**src/rtl/usr_sequencer_if.sv**
```systemverilog
// usr_sequencer_if: command handshake and shift-register control bundle for usr_sequencer
//   cmd_*   : command request/accept, opcode, shift count, load data, serial fill, abort
//   sr_*    : shift-register feedback (sr_q) and control (sr_mode, sr_in, sr_din)
//   busy/done/aborted : sequencer status
interface usr_sequencer_if #(parameter int DW = 4, parameter int CW = 3);
   logic          cmd_valid;
   logic          cmd_ready;
   logic [1:0]    cmd_op;
   logic [CW-1:0] cmd_count;
   logic [DW-1:0] cmd_data;
   logic          cmd_fill;
   logic          cmd_abort;
   logic [DW-1:0] sr_q;
   logic [1:0]    sr_mode;
   logic          sr_in;
   logic [DW-1:0] sr_din;
   logic          busy;
   logic          done;
   logic          aborted;
   modport master (
      output cmd_valid, cmd_op, cmd_count, cmd_data, cmd_fill, cmd_abort, sr_q,
      input  cmd_ready, sr_mode, sr_in, sr_din, busy, done, aborted
   );
   modport slave (
      input  cmd_valid, cmd_op, cmd_count, cmd_data, cmd_fill, cmd_abort, sr_q,
      output cmd_ready, sr_mode, sr_in, sr_din, busy, done, aborted
   );
endinterface

```
**src/rtl/usr_sequencer.sv**
```systemverilog
// usr_sequencer: sequences LOAD / SHIFT / ROTATE / MSBSET commands onto an external shift register
//   clk, rst : rising-edge clock, synchronous active-high reset
//   bus      : usr_sequencer_if slave -- command handshake in, shift-register control out, status out
module usr_sequencer #(
   parameter int DW = 4,
   parameter int CW = 3
) (
   input logic            clk,
   input logic            rst,
   usr_sequencer_if.slave bus
);
   typedef enum logic [2:0] {IDLE, LOAD, SHIFT, MSB, DONE} state_t;
   state_t        state, state_n;
   logic [CW-1:0] cnt, cnt_n;
   logic [DW-1:0] data_q;
   logic          fill_q, rot_q, ab_q, ab_n, accept;
   assign accept = bus.cmd_valid & bus.cmd_ready;
   always_ff @(posedge clk) begin
      if (rst) begin
         state  <= IDLE;
         cnt    <= '0;
         data_q <= '0;
         fill_q <= 1'b0;
         rot_q  <= 1'b0;
         ab_q   <= 1'b0;
      end else begin
         state <= state_n;
         cnt   <= cnt_n;
         ab_q  <= ab_n;
         if (accept) begin
            data_q <= bus.cmd_data;
            fill_q <= bus.cmd_fill;
            rot_q  <= bus.cmd_op == 2'b10;
         end
      end
   end
   // cnt holds the remaining shift cycles including the current one, so it only ever counts down to zero
   always_comb begin
      state_n = state;
      cnt_n   = cnt;
      ab_n    = 1'b0;
      case (state)
         IDLE: if (accept) begin
            cnt_n   = bus.cmd_op[1] ^ bus.cmd_op[0] ? bus.cmd_count : '0;
            state_n = bus.cmd_op == 2'b00 ? LOAD :
                      bus.cmd_op == 2'b11 ? MSB  :
                      bus.cmd_count == '0 ? DONE : SHIFT;
         end
         LOAD, MSB: begin
            state_n = DONE;
            ab_n    = bus.cmd_abort;
         end
         SHIFT: begin
            cnt_n   = bus.cmd_abort ? '0 : cnt - 1'b1;
            ab_n    = bus.cmd_abort;
            state_n = bus.cmd_abort || cnt == CW'(1) ? DONE : SHIFT;
         end
         DONE: begin
            state_n = IDLE;
            cnt_n   = '0;
         end
         default: state_n = IDLE;
      endcase
   end
   always_comb begin
      bus.cmd_ready = state == IDLE && !rst;
      bus.busy      = state != IDLE;
      bus.done      = state == DONE;
      bus.aborted   = state == DONE && ab_q;
      bus.sr_mode   = state == LOAD ? 2'b11 : state == MSB ? 2'b01 : state == SHIFT ? 2'b10 : 2'b00;
      bus.sr_in     = state == MSB ? fill_q : state == SHIFT ? (rot_q ? bus.sr_q[DW-1] : fill_q) : 1'b0;
      bus.sr_din    = state == LOAD ? data_q : '0;
   end
endmodule

```
**src/flat_wrapper.sv**
```systemverilog
// flat-port wrapper written by rule: the top's interface ports become plain ports
module usr_sequencer_flat 
#(
   parameter int DW = 4,
   parameter int CW = 3
)
  (clk, rst, bus_cmd_valid, bus_cmd_op, bus_cmd_count, bus_cmd_data, bus_cmd_fill, bus_cmd_abort, bus_sr_q, bus_cmd_ready, bus_sr_mode, bus_sr_in, bus_sr_din, bus_busy, bus_done, bus_aborted);
  usr_sequencer_if #(.DW(DW), .CW(CW)) bus_i ();
  input logic clk;
  input logic rst;
  input wire logic [$bits(bus_i.cmd_valid)-1:0] bus_cmd_valid;
  input wire logic [$bits(bus_i.cmd_op)-1:0] bus_cmd_op;
  input wire logic [$bits(bus_i.cmd_count)-1:0] bus_cmd_count;
  input wire logic [$bits(bus_i.cmd_data)-1:0] bus_cmd_data;
  input wire logic [$bits(bus_i.cmd_fill)-1:0] bus_cmd_fill;
  input wire logic [$bits(bus_i.cmd_abort)-1:0] bus_cmd_abort;
  input wire logic [$bits(bus_i.sr_q)-1:0] bus_sr_q;
  output wire logic [$bits(bus_i.cmd_ready)-1:0] bus_cmd_ready;
  output wire logic [$bits(bus_i.sr_mode)-1:0] bus_sr_mode;
  output wire logic [$bits(bus_i.sr_in)-1:0] bus_sr_in;
  output wire logic [$bits(bus_i.sr_din)-1:0] bus_sr_din;
  output wire logic [$bits(bus_i.busy)-1:0] bus_busy;
  output wire logic [$bits(bus_i.done)-1:0] bus_done;
  output wire logic [$bits(bus_i.aborted)-1:0] bus_aborted;
  assign bus_i.cmd_valid = bus_cmd_valid;
  assign bus_i.cmd_op = bus_cmd_op;
  assign bus_i.cmd_count = bus_cmd_count;
  assign bus_i.cmd_data = bus_cmd_data;
  assign bus_i.cmd_fill = bus_cmd_fill;
  assign bus_i.cmd_abort = bus_cmd_abort;
  assign bus_i.sr_q = bus_sr_q;
  assign bus_cmd_ready = bus_i.cmd_ready;
  assign bus_sr_mode = bus_i.sr_mode;
  assign bus_sr_in = bus_i.sr_in;
  assign bus_sr_din = bus_i.sr_din;
  assign bus_busy = bus_i.busy;
  assign bus_done = bus_i.done;
  assign bus_aborted = bus_i.aborted;
  usr_sequencer #(.DW(DW), .CW(CW)) u_core (.clk(clk), .rst(rst), .bus(bus_i));
endmodule
```
**config.mk**
```make
export PLATFORM = sky130hd
export DESIGN_NAME = usr_sequencer_flat
export DESIGN_NICKNAME = d
export VERILOG_FILES = /design/src/rtl/usr_sequencer_if.sv /design/src/rtl/usr_sequencer.sv /design/src/flat_wrapper.sv
export SDC_FILE = /design/constraint.sdc
export NUM_CORES = 1
export LEC_CHECK = 0
export CAP_MARGIN = 20
export CORE_MARGIN = 5
export CORE_UTILIZATION = 45
export CTS_BUF_LIST = sky130_fd_sc_hd__clkbuf_4 sky130_fd_sc_hd__clkbuf_8
export CTS_CLUSTER_SIZE = 30
export DETAILED_ROUTE_END_ITERATION = 16
export GPL_TIMING_DRIVEN = 0
export PLACE_DENSITY = 0.86
export SYNTH_ARGS = -nofsm -noshare
export SYNTH_HDL_FRONTEND = slang
export SYNTH_SLANG_ARGS = --single-unit
```
**constraint.sdc**
```tcl
create_clock -name clk -period 1.95 [get_ports clk]
set_clock_uncertainty 0.15 [all_clocks]
set_input_delay 0.39 -clock clk [delete_from_list [all_inputs] [get_ports clk]]
set_output_delay 0.39 -clock clk [all_outputs]
set_load 0.005 [all_outputs]
```
==> key figures <==
STA
  – Final worst slack: 0.0446 ns
  – Final Setup Violations: 0
  – RSZ-0062 raised after global routing: yes
  – Tcrit/Tclk final: 0.977
  – Max-slew headroom: 0.642
  – Fin. Hold Viols: 0
  – Minimum clock period: 1.91 ns
  – Worst-margin pin slew: 0.532 ns
  – Max Clock Freq: 525 MHz
  – Max-slew violations: 0

Cells and area
  – Utilization after layout: 0.664
  – Fillers: 145
  – Area Overhead vs Synth: 43.4%
  – Nets: 144
  – Layout cell share with drive strength beyond 1: 0.208
  – Diode count: 0

Synth
  – Most common cell in the netlist: nor2_1
  – Adder-Cell Fraction of Synth Area: 0.0800
  – Mux cell area share after synthesis: 0.0768
  – Most used flip-flop cell after synthesis: dfxtp_1
  – Yosys cell types: 32
  – Seq/Total Area, Yosys: 0.333
  – EDFF count, synth: 0
  – Largest family of logic cells by synthesized area: simple AND/OR/NAND/NOR gates
  – Mapped Avg Cell Area: 8.69 um^2
  – Most area-hungry cell type in the Yosys netlist: dfxtp_1
  – Compound-Gate Fraction of Synth Area: 0.133
  – Post-Syn Instances: 90
  – Synth Area in Simple Gates: 0.254
  – Post-synth ARST share: 0
  – Synth top area share: 0.333
  – Syn nets: 113
  – Synth Area in XOR/XNOR: 0.0336
  – Ys Warns: 0
  – Ranking of synthesized cells by area: dfxtp_1 33%, ha_1 8.0%, mux2i_1 7.7%
  – Post-synthesis register bit count: 13
  – Synthesized cell area: 782 um^2
  – Top post-synthesis cells by count: 16 x nor2_1, 13 x dfxtp_1, 7 x inv_1

Clocking
  – CTS tree: built
  – Clk_lat worst skew: 0.27 ns
  – Maximum level of the CTS H-tree: 1
  – CTS max path bufs: 2
  – Clock slew at reported path FFs: 0.08 ns
  – Cts-stage hold buffer count: 0
  – CTS buffer count: 3
  – Clk root buf: clkbuf_4
  – Clock sinks: 13

Worst setup path
  – CP Capture Type: output port
  – R2R Setup Slk: 0.15 ns
  – CP startpoint kind: flip-flop
  – CP Launch Point: u_core.state[0]
  – Critical path peak fanout: 9
  – Setup CP Type: flip-flop to output port
  – CP Data Arrival Time: 1.37 ns
  – CP endpoint: bus_sr_mode[1]
  – Reg-to-reg critical path startpoint: u_core.state[0]
  – Worst Reg-to-Reg Cells: 6
  – Required @ worst endpoint: 1.41 ns
  – R2R Path End: u_core.cnt[0]

Routing
  – Drt first pass iters: 4
  – WL final: 2020 um
  – Post-route ant nets: 0
  – Vias per inst: 5.45
  – Routed len/inst: 14.7 um
  – Vias: 747
  – 1st-iter DRT viols: 11
  – # DRC: 0

Place
  – DP Worst Slack: -0.320 ns
  – Routability Congestion: 0.822
  – Port bufs: 25
  – DP HPWL: 1430 um

Floorplan
  – Total core area: 0.00169 mm^2
  – Die area: 0.00267 mm^2
  – I/O Pins: 29
  – Die Ht: 51.7 um
  – Initial core utilization: 0.463
  – Cell Rows: 15
  – Die W: 51.7 um

Pwr
  – Leak: 0.557 nW
  – P_sw: 0.215 mW
  – Maximum vdd drop: 0.338 mV
  – Pwr Density: 648 mW/mm^2
  – Clock Power Share: 0.249
  – Internal power: 0.511 mW
  – Combinational share of power: 0.335
  – Sequential power share: 0.417
  – Sw Share: 0.296

Global routing
  – First-pass GRT wire length: 3290 um
  – Initial antenna violation count: 0
  – GRT Resource Usage Total: 0.168
  – Largest net degree at the start of global routing: 11
  – Number of global-route vias before repair: 746
  – GRT overflow: 0

Hold path
  – HP Class: flip-flop to flip-flop

Status
  – Run status: finished, final reports clean

Job
  – Max-cap violations: 0
per-stage QoR:
stage / power [mW] / setup TNS, ns / hold slack [ns] / cell area [um^2] / instances
floorplan: 0.447 / 0 / 0.304 / 782 / 90
global placement: 0.528 / -1.14 / 0.317 / 1050 / 132
detailed placement: 0.536 / -1.26 / 0.340 / 1050 / 132
CTS: 0.719 / -0.255 / 0.361 / 1110 / 136
global route: 0.774 / -0.0287 / 0.408 / 1120 / 137
finish: 0.726 / 0 / 0.356 / 1120 / 137
final cells by class:
class | count | area (um^2) | area share
Inverter | 7 | 26.3 | 0.0234
Multi-Input combinational cell | 64 | 472 | 0.421
Sequential cell | 13 | 263 | 0.234
Timing Repair Buffer | 27 | 254 | 0.227
Tap cell | 17 | 21.3 | 0.0190
Buffer | 5 | 55.1 | 0.0491
Clock buffer | 4 | 30.0 | 0.0268
layout by cell type (no fill, tap or decap), types with 3 or more instances in the layout:
| cell type | synthesis | final |
|---|---|---|
| nor2_1 | 16 | 14 |
| clkdlybuf4s50_1 | 0 | 13 |
| dfxtp_1 | 13 | 11 |
| dlygate4sd2_1 | 0 | 8 |
| inv_1 | 7 | 7 |
| mux2i_1 | 6 | 6 |
| ha_1 | 5 | 5 |
| and3_2 | 4 | 4 |
| clkbuf_4 | 0 | 4 |
| buf_6 | 2 | 3 |
| buf_4 | 1 | 3 |
| a31oi_1 | 3 | 3 |
| nand2_1 | 3 | 3 |
layer usage:
metal | share of wire | global-route usage | up-vias
met5 | 0 | 0 | -
met4 | 0.017 | 0.105 | 0
met3 | 0.051 | 0.0287 | 2
met2 | 0.52 | 0.282 | 21
met1 | 0.41 | 0.198 | 349
li1 | - | - | 375
power by group through the flow:
| stage | combinational, mW | clock, mW | sequential (mW) |
|---|---|---|---|
| floorplan | 0.143 | 0 | 0.303 |
| global route | 0.268 | 0.201 | 0.305 |
| CTS | 0.235 | 0.183 | 0.301 |
| detailed placement | 0.230 | 0 | 0.306 |
| global placement | 0.223 | 0 | 0.305 |
| finish | 0.243 | 0.180 | 0.303 |
worst min-delay path by stage:
stage,from,depth (start not counted),endpoint,slack (ns)
floorplan,u_core.data_q[2],2,u_core.data_q[2],0.30
global placement,u_core.data_q[2],2,u_core.data_q[2],0.32
detailed placement,u_core.data_q[1],2,u_core.data_q[1],0.34
CTS,u_core.data_q[1],2,u_core.data_q[1],0.36
global route,u_core.fill_q,2,u_core.fill_q,0.41
finish,u_core.data_q[1],2,u_core.data_q[1],0.36
sequential cells by signal, indices dropped and copies added, names as in the netlist:
name,flops
u_core.data_q,4
u_core.cnt,3
u_core.state,3
u_core.ab_q,1
u_core.fill_q,1
u_core.rot_q,1
critical path, cell delays in order (launching register included):
cell and delay (ns):
dfxtp_2 0.33, buf_6 0.11, buf_4 0.16, xnor2_1 0.17, nor2_1 0.06, dlygate4sd2_1 0.26
logic make-up after synthesis:
family / count (synthesis)
AOI/OAI and AO/OA: 14
muxes: 6
and+or+nand+nor: 36
buffers and inverters: 13
xor gates and xnor gates: 3
DFF: 13
adders and majority gates: 5
timing repair:
action                                  4_1_cts  5_1_grt
resized for setup                            25        6
setup buffers                                 1        1
endpoints found under the setup margin       11        3
pin swaps                                     0        2
(Power assumes the default switching activity.)
